`src/rtl/pipe_stage_buf_pkg.sv`:
```
// Shared definitions for inter-stage pipeline buffers:
// stage bundle layout, NOP encoding and stall/flush bus indices.
package pipe_stage_buf_pkg;

  localparam int ALUSEL_W = 3;
  localparam int ALUOP_W  = 8;
  localparam int REG_W    = 32;
  localparam int WD_W     = 5;
  localparam int PC_W     = 32;

  typedef struct packed {
    logic [ALUSEL_W-1:0] alusel;
    logic [ALUOP_W-1:0]  aluop;
    logic [REG_W-1:0]    reg1;
    logic [REG_W-1:0]    reg2;
    logic [WD_W-1:0]     wd;
    logic                wreg;
    logic [PC_W-1:0]     pc;
    logic [REG_W-1:0]    offset;
    logic                jmp;
  } stage_bundle_t;

  localparam int BUNDLE_W = $bits(stage_bundle_t);

  localparam stage_bundle_t NOP_BUNDLE = '0;

  // Bit positions on the core stall/flush buses
  localparam int STALL_IF  = 0;
  localparam int STALL_ID  = 1;
  localparam int STALL_EX  = 2;
  localparam int STALL_MEM = 3;
  localparam int STALL_WB  = 4;
  localparam int STALL_W   = 5;

  typedef enum logic [1:0] {
    BUF_EMPTY = 2'd0,
    BUF_ONE   = 2'd1,
    BUF_FULL  = 2'd2
  } buf_state_e;

  function automatic logic [BUNDLE_W-1:0] pack_bundle(
    input stage_bundle_t b
  );
    return b;
  endfunction

  function automatic logic [1:0] occ_count(
    input logic main_v,
    input logic skid_v
  );
    return {1'b0, main_v} + {1'b0, skid_v};
  endfunction

endpackage

```
`src/rtl/pipe_sat_counter.sv`:
```
// Saturating up-counter with asynchronous active-high reset,
// used for bubble and other performance counters.
module pipe_sat_counter #(
  parameter int W = 16
) (
  input  logic         clk,
  input  logic         rst,
  input  logic         inc_i,
  output logic [W-1:0] cnt_o
);

  logic [W-1:0] cnt_q;
  logic [W-1:0] cnt_d;

  always_comb begin
    cnt_d = cnt_q;
    if (inc_i && (cnt_q != '1))
      cnt_d = cnt_q + W'(1);
  end

  always_ff @(posedge clk or posedge rst) begin
    if (rst)
      cnt_q <= '0;
    else
      cnt_q <= cnt_d;
  end

  assign cnt_o = cnt_q;

endmodule

```
`src/rtl/pipe_stage_buf.sv`:
```
// Inter-stage pipeline register with valid/ready handshake,
// optional 2-entry skid buffer, hold, flush and bubble count.
module pipe_stage_buf
  import pipe_stage_buf_pkg::*;
#(
  parameter int                DATA_W = 128,
  parameter logic [DATA_W-1:0] BUBBLE = {DATA_W{1'b0}},
  parameter int                SKID   = 1,
  parameter int                CNT_W  = 16
) (
  input  logic              clk,
  input  logic              rst,
  input  logic              hold_i,
  input  logic              flush_i,
  input  logic              in_valid,
  output logic              in_ready,
  input  logic [DATA_W-1:0] in_data,
  output logic              out_valid,
  input  logic              out_ready,
  output logic [DATA_W-1:0] out_data,
  output logic [1:0]        occupancy,
  output logic [CNT_W-1:0]  bubble_cnt
);

  logic              main_v_q, main_v_d;
  logic              skid_v_q, skid_v_d;
  logic [DATA_W-1:0] main_q, main_d;
  logic [DATA_W-1:0] skid_q, skid_d;
  logic              act;
  logic              push;
  logic              pop;
  buf_state_e        state;

  assign act       = ~hold_i & ~flush_i;
  assign out_valid = main_v_q & act;
  assign out_data  = main_v_q ? main_q : BUBBLE;
  assign occupancy = occ_count(main_v_q, skid_v_q);
  assign push      = in_valid & in_ready;
  assign pop       = out_valid & out_ready;
  assign state     = buf_state_e'(occupancy);

  always_comb begin
    main_v_d = main_v_q;
    skid_v_d = skid_v_q;
    main_d   = main_q;
    skid_d   = skid_q;
    if (flush_i) begin
      main_v_d = 1'b0;
      skid_v_d = 1'b0;
      main_d   = BUBBLE;
      skid_d   = BUBBLE;
    end else if (!hold_i) begin
      case (state)
        BUF_EMPTY: begin
          if (push) begin
            main_v_d = 1'b1;
            main_d   = in_data;
          end
        end
        BUF_ONE: begin
          if (push && pop) begin
            main_d = in_data;
          end else if (push) begin
            skid_v_d = 1'b1;
            skid_d   = in_data;
          end else if (pop) begin
            main_v_d = 1'b0;
            main_d   = BUBBLE;
          end
        end
        BUF_FULL: begin
          if (pop) begin
            main_d   = skid_q;
            skid_v_d = 1'b0;
            skid_d   = BUBBLE;
          end
        end
        default: ;
      endcase
    end
  end

  always_ff @(posedge clk or posedge rst) begin
    if (rst) begin
      main_v_q <= 1'b0;
      main_q   <= BUBBLE;
    end else begin
      main_v_q <= main_v_d;
      main_q   <= main_d;
    end
  end

  generate
    if (SKID != 0) begin : g_skid
      // Registered ready: never depends on out_ready
      assign in_ready = ~skid_v_q & act & ~rst;
      always_ff @(posedge clk or posedge rst) begin
        if (rst) begin
          skid_v_q <= 1'b0;
          skid_q   <= BUBBLE;
        end else begin
          skid_v_q <= skid_v_d;
          skid_q   <= skid_d;
        end
      end
    end else begin : g_single
      assign in_ready = (~main_v_q | out_ready) & act & ~rst;
      assign skid_v_q = 1'b0;
      assign skid_q   = BUBBLE;
    end
  endgenerate

  pipe_sat_counter #(
    .W(CNT_W)
  ) u_bubble_cnt (
    .clk  (clk),
    .rst  (rst),
    .inc_i(out_ready & ~main_v_q & act),
    .cnt_o(bubble_cnt)
  );

endmodule

```
`config.mk`:
```
export PLATFORM = sky130hd
export DESIGN_NAME = pipe_stage_buf
export DESIGN_NICKNAME = d
export VERILOG_FILES = /design/src/rtl/pipe_stage_buf_pkg.sv /design/src/rtl/pipe_sat_counter.sv /design/src/rtl/pipe_stage_buf.sv
export SDC_FILE = /design/constraint.sdc
export NUM_CORES = 1
export LEC_CHECK = 0
export ABC_CLOCK_PERIOD_IN_PS = 19400
export CORE_ASPECT_RATIO = 0.8
export CORE_MARGIN = 2
export CORE_UTILIZATION = 55
export DETAILED_ROUTE_END_ITERATION = 10
export DONT_BUFFER_PORTS = 1
export GPL_TIMING_DRIVEN = 0
export PLACE_DENSITY = 0.71
export SLEW_MARGIN = 20
export SYNTH_ARGS = -nofsm -noshare
export SYNTH_HDL_FRONTEND = slang
export SYNTH_SLANG_ARGS = --single-unit
```
`constraint.sdc`:
```
create_clock -name clk -period 19.4 [get_ports clk]
set_input_delay 3.88 -clock clk [delete_from_list [all_inputs] [get_ports clk]]
set_output_delay 3.88 -clock clk [all_outputs]
set_load 0.01 [all_outputs]
```
After elaboration in Yosys (flattened, before gate mapping)
Cells that the tools add are included.
{"block": "word_totals", "regBits": 274, "word_cells": 65}
{"block": "classes", "add_sub_neg": 2, "eq_ne": 12, "mux": 24, "bitwise_logic": 13, "n_reduce_logical": 9}
{"cell": "two-way mux 128 bit", "count": 11}
{"cell": "case mux 128 bit (3 select lines)", "count": 1}
{"cell": "case mux 128 bit (2 select lines)", "count": 1}
{"cell": "!= test 3 bit, second input constant", "count": 6}
{"cell": "adder 16 x 1 -> 16 bit, second input constant", "count": 1}
{"cell": "!= test 16 bit, second input constant", "count": 1}
{"cell": "AND reduction 6 bit", "count": 2}
{"cell": "two-way mux 1 bit", "count": 9}
{"cell": "bitwise AND 1 bit", "count": 8}
{"cell": "!= test 4 bit, second input constant", "count": 2}
{"cell": "nonzero test 3 bit", "count": 2}
{"cell": "NOT 1 bit", "count": 5}
{"cell": "AND reduction 5 bit", "count": 1}
{"cell": "case mux 1 bit (2 select lines)", "count": 2}
{"cell": "nonzero test 4 bit", "count": 1}
{"cell": "adder 1 x 1 -> 2 bit", "count": 1}
{"cell": "== test 2 x 1 -> 1 bit, second input constant", "count": 1}
{"cell": "== test 2 bit, second input constant", "count": 1}
{"cell": "logical AND 1 bit", "count": 2}
{"cell": "logical NOT 2 bit", "count": 1}
{"cell": "!= test 2 x 1 -> 1 bit, second input constant", "count": 1}

Longest topological paths before layout
Gate-level depths: netlist of run 1.
{"block": "logic_depth", "word_depth": 10, "ltp_mapped": 11, "mapped_depth_nobuf": 6}

Modules after synthesis
Synthesis of run 1 repeated with hierarchy kept, for this count alone.
{"block": "hier_totals", "cells_unflattened": 1706, "hier_area_um2": 16072.9}
{"module": "pipe_stage_buf", "instances": 1, "cells_each": 1635, "area_each_um2": 15267.1, "seq_area_each_um2": 6456.2}
{"module": "pipe_sat_counter", "instances": 1, "cells_each": 71, "area_each_um2": 805.8, "seq_area_each_um2": 400.4}

Least setup slack after synthesis of run 1
No wires, ideal clock.
{"block": "synth_timing", "path_kind": "input-to-output", "startpoint": "input flush_i", "endpoint": "output in_ready", "arrival_ns": 4.511, "t_required_ns": 15.520, "path_slack_ns": 11.009, "cell_stages": 3, "n_path_buf": 1, "cell_sequence": "or2_1 > buf_2 > nor3_1"}
{"block": "synth_via", "elab_chain_len": 4}
{"item": "from (decl)", "line": "pipe_stage_buf.sv:14", "rtl": "input logic flush_i,"}
{"item": "NOT 1 bit", "line": "pipe_stage_buf.sv:34", "rtl": "assign act = ~hold_i & ~flush_i;"}
{"item": "bitwise AND 1 bit", "line": "pipe_stage_buf.sv:34"}
{"item": "bitwise AND 1 bit (2 in a row)", "line": "pipe_stage_buf.sv:96", "rtl": "assign in_ready = ~skid_v_q & act & ~rst;"}
{"item": "to (decl)", "line": "pipe_stage_buf.sv:16", "rtl": "output logic in_ready,"}
Every way passes these cells.

Worst setup path after layout of run 1
Same ends and word-level chain as after synthesis.

==> out/metrics.json, run 1 <==
{
  "cells_and_area": {
    "instances_no_fill": 1478,
    "fill_cells": 1863,
    "insertedDiodeCount": 0,
    "finish.net_count": 1287,
    "area_delta_synth_final_pct": 10.8,
    "drive_above_1_share": 0.0828
  },
  "pwr": {
    "power-per-cell-area_nw_per_um2": 99.2,
    "finalPower_mw": 1.41,
    "ir_drop_worst_case_vdd_uv": 62.1,
    "leakagePower_nw": 6.35
  },
  "global_routing": {
    "gr-usage-met3": 0.0752,
    "global_route.usage.total": 0.283,
    "grt_use_met1": 0.429,
    "globalRouteOverflowTotal": 0,
    "groute.layer.met2.usage": 0.401,
    "grt_antenna_before_repair": 0,
    "grt_first_pass_wirelength_mm": 55.0,
    "grt-busiest-layer": "met1",
    "grt_start_max_net_pins": 107,
    "grt_pass1_vias": 9339
  },
  "sta": {
    "final.period_utilization": 0.442,
    "max_freq_mhz": 117,
    "final.hold.worst_slack_ns": 0.479,
    "setup_ws_ns": 10.82,
    "setup_viol": 0,
    "finClkSkew_ns": 0.00741,
    "setup_tns_ns": 0,
    "worst_pin_slew_ns": 0.899,
    "setup_repair_after_global_routing_missed_its_margin": "no",
    "finalHoldViolCount": 0,
    "period_needed_ns": 8.58,
    "slew_headroom": 0.401,
    "drv_slew": 0
  },
  "yosys": {
    "netlist_top_cells_area": "dfrtp_1, a22o_1, o2bb2ai_1",
    "synth_common_cells": "dfrtp_1, a22o_1, a21oi_1",
    "synthesis.area_sq_um": 12800,
    "async_flop_share": 1.00,
    "synth_edf_count": 0,
    "synth_cell_types": 44,
    "postSynthCellCount": 1118,
    "yosysTopAreaCellShare": 0.537,
    "synth.avg_cell_area_sq_um": 11.4,
    "yosysTopAreaCell": "dfrtp_1",
    "part_of_the_yosys_area_used_for_sequential_elements": 0.537,
    "number_of_register_bits_inferred_by_synthesis": 274,
    "warnings_from_yosys": 0,
    "yosys.cell_count.top_type": "dfrtp_1",
    "synthFlopType": "dfrtp_1",
    "synth_nets": 1255
  },
  "placement": {
    "placed_cells": 1426,
    "gp_routability_congestion": 0.869,
    "number_of_buffers_inserted_by_port_buffering": 0,
    "place.detailed.hpwl_mm": 23.4,
    "pre_cts_ws_ns": 10.82
  },
  "route": {
    "detail_route.first_pass.iterations": 5,
    "antenna_left": 0,
    "detail_route.wirelength_mm": 35.0,
    "via_per_inst": 6.56,
    "via_count": 9695,
    "detail_route.drc_violations": 0,
    "routed_length_per_instance_um": 23.7,
    "drt-initial-drc-count": 981
  },
  "clocking": {
    "clock_tree_from_tritoncts": "yes",
    "sinks_on_clock_net": 274,
    "cts-resized-gates": 0,
    "cts_setup_buffers": 0,
    "cts-buffers-inserted": 28,
    "postCtsHoldBufs": 0,
    "htreeDepth": 1,
    "ctsLongestPathBuffers": 3,
    "path_clk_slew_ns": 0.06,
    "clk_latency_worst_skew_pair_ns": 0.54,
    "cts.root.buffer_cell": "clkbuf_16"
  },
  "critical_path": {
    "endpoint_kind": "output port",
    "worst_flop_to_flop_path_startpoint": "main_v_q$_DFFE_PP0P_",
    "rrSetupSlack_ns": 15.48,
    "critical-path-max-stage-delay_ns": 0.44,
    "arrival_ns": 4.70,
    "ws_path_type": "in2out",
    "crit_path_top_delay_cell": "nor3_1",
    "worst_setup_path_start_kind": "primary input",
    "timing.critical_path.cells": "or2_1 > buf_2 > nor3_1",
    "crit_required_ns": 15.52,
    "critical_path.max_fanout": 8,
    "ff2ff_path_depth": 10,
    "regToRegEndpoint": "main_q[30]$_DFFE_PP0P_"
  },
  "floorplan": {
    "horiz_die_dim_um": 174,
    "die_area_sq_um": 24500,
    "die_h_um": 140,
    "floorplan.initialDensity": 0.565,
    "placeableCoreArea_sq_um": 22600,
    "i_o_pins": 282,
    "std_cell_rows": 49
  },
  "worst_hold_path": {
    "number_of_instances_on_the_worst_hold_path": 1,
    "min_delay_worst_endpoint": "main_q[17]$_DFFE_PP0P_",
    "min_from": "main_q[17]$_DFFE_PP0P_",
    "hold_path.class": "reg2reg"
  },
  "flow_run": {
    "maxCapViolCount": 0
  },
  "run_status": {
    "status": "completed"
  }
}
logic make-up (layout without fill, tap and decap cells):
family	count (synthesis)	after routing	synth area share
compound gates	528	528	0.322
xor+xnor	12	12	0.00822
flops	274	274	0.537
fa+ha+maj	3	3	0.00294
simple gates	179	179	0.0888
buf+inv	120	174	0.0397
mux	2	2	0.00206
cell usage in the layout, fill, tap and decap left out, types with 2 or more instances in the layout:
master       n
nand4_1      7
or2_1        2
a21oi_1    134
clkbuf_1    78
clkbuf_16   29
nand3_1      6
xor2_1       7
nand2_1      7
o2bb2ai_1  128
ha_1         3
nor3b_1      2
clkinv_2     6
clkbuf_8     9
nor2_1       5
o21bai_1     2
nor4_1       3
nor3_1       7
buf_16       2
xnor2_1      5
and2_1     128
inv_1        4
a22o_1     256
buf_2       40
dfrtp_1    274
buf_1        2
worst max-delay path by stage:
stage                     startpoint                endpoint
after floorplan                  rst   main_q[0]$_DFFE_PP0P_
after global placement           rst  main_q[27]$_DFFE_PP0P_
after detailed placement     flush_i                in_ready
after CTS                    flush_i                in_ready
after global routing         flush_i                in_ready
final                        flush_i                in_ready
registers in the layout, indices dropped and copies added (netlist names):
| name | cells |
|---|---|
| main_q | 128 |
| skid_q | 128 |
| u_bubble_cnt.cnt_o | 16 |
| main_v_q | 1 |
| skid_v_q | 1 |
power by group:
part / switching, mW / total [mW] / internal [mW]
sequential: 0.0316 / 0.644 / 0.612
combinational: 0.126 / 0.216 / 0.0895
clock: 0.225 / 0.545 / 0.321
critical path, delay by kind of cell:
kind,cells,cell delay (ns)
buffers and inverters,1,0.17
and+or+nand+nor,2,0.64
metal layers:
metal  share of wire  routed length (um)  vias to the layer above
li1                -                   -                     4373
met1            0.46               16100                     4867
met2            0.43               14900                      392
met3           0.088                3080                       63
met4           0.027                 939                        0
met5               0                   0                        -
stage by stage:
step            util  area, sq um
2_1_floorplan      -        12800
3_3_place_gp   0.582        13200
3_5_place_dp   0.585        13200
4_1_cts        0.626        14200
5_1_grt        0.626        14200
6_report       0.626        14200
final cells by class:
| class | instances | area [sq um] | share of cell area |
|---|---|---|---|
| flip-flops and latches | 274 | 6860 | 0.484 |
| multi-input cells | 724 | 5420 | 0.382 |
| clock buffers | 44 | 872 | 0.0616 |
| plain buffers | 115 | 489 | 0.0345 |
| well taps | 306 | 383 | 0.0270 |
| clock inverters | 8 | 67.6 | 0.00477 |
| repair buffers | 2 | 55.1 | 0.00389 |
| inverters | 5 | 26.3 | 0.00185 |
Power figures use the tool's default switching activity.
==> inputs of run 2 (changes only) <==
--- a/config.mk
+++ b/config.mk
@@ -5,14 +5,14 @@
 export SDC_FILE = /design/constraint.sdc
 export NUM_CORES = 1
 export LEC_CHECK = 0
-export ABC_CLOCK_PERIOD_IN_PS = 19400
+export ABC_CLOCK_PERIOD_IN_PS = 7100
 export CORE_ASPECT_RATIO = 0.8
 export CORE_MARGIN = 2
 export CORE_UTILIZATION = 55
 export DETAILED_ROUTE_END_ITERATION = 10
 export DONT_BUFFER_PORTS = 1
 export GPL_TIMING_DRIVEN = 0
-export PLACE_DENSITY = 0.71
+export PLACE_DENSITY = 0.74
 export SLEW_MARGIN = 20
 export SYNTH_ARGS = -nofsm -noshare
 export SYNTH_HDL_FRONTEND = slang
==> constraint.sdc (replaced) <==
create_clock -name clk -period 7.1 [get_ports clk]
set_input_delay 1.42 -clock clk [delete_from_list [all_inputs] [get_ports clk]]
set_output_delay 1.42 -clock clk [all_outputs]
set_load 0.01 [all_outputs]
==> run 2 against run 1 <==
Against the previous run:
- final cell count is 0.41% higher
- flip-flop and latch count is the same
- global-route usage rose by 0.25 points
- clock power grew to 3.0 times the previous value
- sequential power rose to 2.7 times the previous value
- die area unchanged
==> out/metrics.json, run 2 (synthesis gave the netlist of run 1 again) <==
{
  "route": {
    "via_count": 9785,
    "detail_route.first_pass.iterations": 5,
    "top_signal_layer_used": "met4",
    "routed_length_per_instance_um": 23.9,
    "via_per_inst": 6.59,
    "met3_length_mm": 3.42,
    "detail_route.drc_violations": 0,
    "detail_route.wirelength_mm": 35.4,
    "drt-initial-drc-count": 857,
    "antenna_left": 0,
    "detail_route.wirelength.met1_mm": 15.9,
    "met2WireLength_mm": 15.1
  },
  "critical_path": {
    "crit_required_ns": 5.68,
    "worst_setup_path_start_kind": "flop",
    "crit_path_top_delay_cell": "clkbuf_1",
    "critical_path.max_fanout": 10,
    "timing.critical_path.max_delay_family": "buffers and inverters",
    "ws_path_type": "reg2out",
    "endpoint_kind": "output port",
    "critical-path-max-stage-delay_ns": 0.72,
    "worst_path_most_repeated_cell": "clkbuf_1",
    "arrival_ns": 2.63,
    "timing.critical_path.cells": "buf_6 > clkbuf_1 > clkbuf_1 > and2_1",
    "critical_path.n_buffers_inverters": 3
  },
  "sta": {
    "period_needed_ns": 4.05,
    "final.period_utilization": 0.570,
    "max_freq_mhz": 247,
    "setup_tns_ns": 0,
    "finalHoldViolCount": 0,
    "setup_repair_after_global_routing_missed_its_margin": "no",
    "drv_slew": 0,
    "slew_headroom": 0.326,
    "setup_viol": 0,
    "worst_pin_slew_ns": 1.01,
    "finClkSkew_ns": 0.00764
  },
  "global_routing": {
    "grt_pass1_vias": 9492,
    "grt_first_pass_wirelength_mm": 55.4,
    "globalRouteOverflowTotal": 0,
    "grt_start_max_net_pins": 34,
    "global_route.usage.total": 0.286,
    "grt_antenna_before_repair": 0
  },
  "worst_hold_path": {
    "hold_path.class": "reg2reg"
  },
  "pwr": {
    "cellInternalPower_mw": 2.96,
    "switchingPower_mw": 1.06,
    "ir_drop_worst_case_vdd_uv": 182,
    "power-per-cell-area_nw_per_um2": 279,
    "p_clk_frac": 0.412,
    "power.share.switching": 0.263,
    "p_comb_frac": 0.150,
    "leakagePower_nw": 6.45,
    "sequentialPowerShare": 0.439
  },
  "clocking": {
    "cts.root.buffer_cell": "clkbuf_16",
    "postCtsHoldBufs": 0,
    "cts_setup_buffers": 0,
    "clk_latency_worst_skew_pair_ns": 0.53,
    "sinks_on_clock_net": 274,
    "cts-buffers-inserted": 28,
    "ctsLongestPathBuffers": 3,
    "cts-resized-gates": 0,
    "htreeDepth": 1,
    "clock_tree_from_tritoncts": "yes",
    "path_clk_slew_ns": 0.06
  },
  "placement": {
    "gp_routability_congestion": 0.859,
    "placed_cells": 1433,
    "place.detailed.hpwl_mm": 24.3,
    "number_of_buffers_inserted_by_port_buffering": 0
  },
  "cells_and_area": {
    "finish.net_count": 1294,
    "mostFrequentLayoutCell": "dfrtp_1",
    "final_cell_mix": "dfrtp_1, a22o_1, a21oi_1",
    "drive_above_1_share": 0.0891,
    "instances_no_fill": 1484,
    "area_delta_synth_final_pct": 12.6,
    "insertedDiodeCount": 0
  },
  "floorplan": {
    "std_cell_rows": 49,
    "horiz_die_dim_um": 174,
    "i_o_pins": 282,
    "die_h_um": 140,
    "placeableCoreArea_sq_um": 22600,
    "floorplan.initialDensity": 0.565,
    "die_area_sq_um": 24500
  },
  "run_status": {
    "status": "completed"
  },
  "flow_run": {
    "maxCapViolCount": 0
  }
}
==> run 2: layout make-up <==
| type | count | area [sq um] |
|---|---|---|
| Fill cell | 1766 | 8230 |
| Timing Repair Buffer | 9 | 180 |
| Tap cell | 306 | 383 |
| Clock buffer | 37 | 796 |
| Multi-Input combinational cell | 724 | 5420 |
| Sequential cell | 274 | 6860 |
| Clock inverter | 14 | 248 |
| Inverter | 5 | 22.5 |
| Buffer | 115 | 489 |
==> run 2: power groups by stage <==
stage               sequential (mW)  clock (mW)  combinational (mW)
global placement               1.79           0               0.574
finish                         1.76        1.66               0.602
detailed placement             1.79           0               0.598
floorplan                      1.76           0               0.456
CTS                            1.76        1.67               0.602
global route                   1.77        1.74               0.666
==> run 2: final timing paths <==
kind	start	endpoint	slack (ns)	cells after the start
worst min register to register	main_q[125]$_DFFE_PP0P_	main_q[125]$_DFFE_PP0P_	0.48	1
worst max register to register	main_v_q$_DFFE_PP0P_	main_q[31]$_DFFE_PP0P_	3.10	10
max in group asynchronous	rst	main_q[54]$_DFFE_PP0P_	5.22	5
min in group asynchronous	rst	skid_v_q$_DFFE_PP0P_	0.75	1
worst min-delay path	main_q[125]$_DFFE_PP0P_	main_q[125]$_DFFE_PP0P_	0.48	1
worst max-delay path	main_v_q$_DFFE_PP0P_	out_data[32]	3.05	4
==> run 2: layer usage <==
layer,GRT usage,up-vias
li1,-,4388
met1,0.427,4924
met2,0.404,408
met3,0.0820,65
met4,0.0845,0
met5,0,-
==> run 2: stage by stage <==
step                      setup slack [ns]  hold WS (ns)  utilization  instance area, sq um  power, mW
final                                 3.05         0.479        0.636                 14400       4.02
after detailed placement              3.15         0.466        0.590                 13300       2.38
after global placement               0.609         0.463        0.582                 13200       2.36
after CTS                             3.02         0.484        0.636                 14400       4.04
after floorplan                       2.06         0.448            -                 12800       2.21
after global routing                  2.87         0.492        0.636                 14400       4.18
==> run 2: worst register-to-register path: cells and delay by family, from the launching register on <==
| kind | cells | cell delay (ns) |
|---|---|---|
| AO/OA/AOI/OAI | 4 | 0.69 |
| adder cells (fa/ha/maj) | 1 | 0.56 |
| buffers and inverters | 5 | 2.30 |
| flip-flops | 1 | 0.37 |
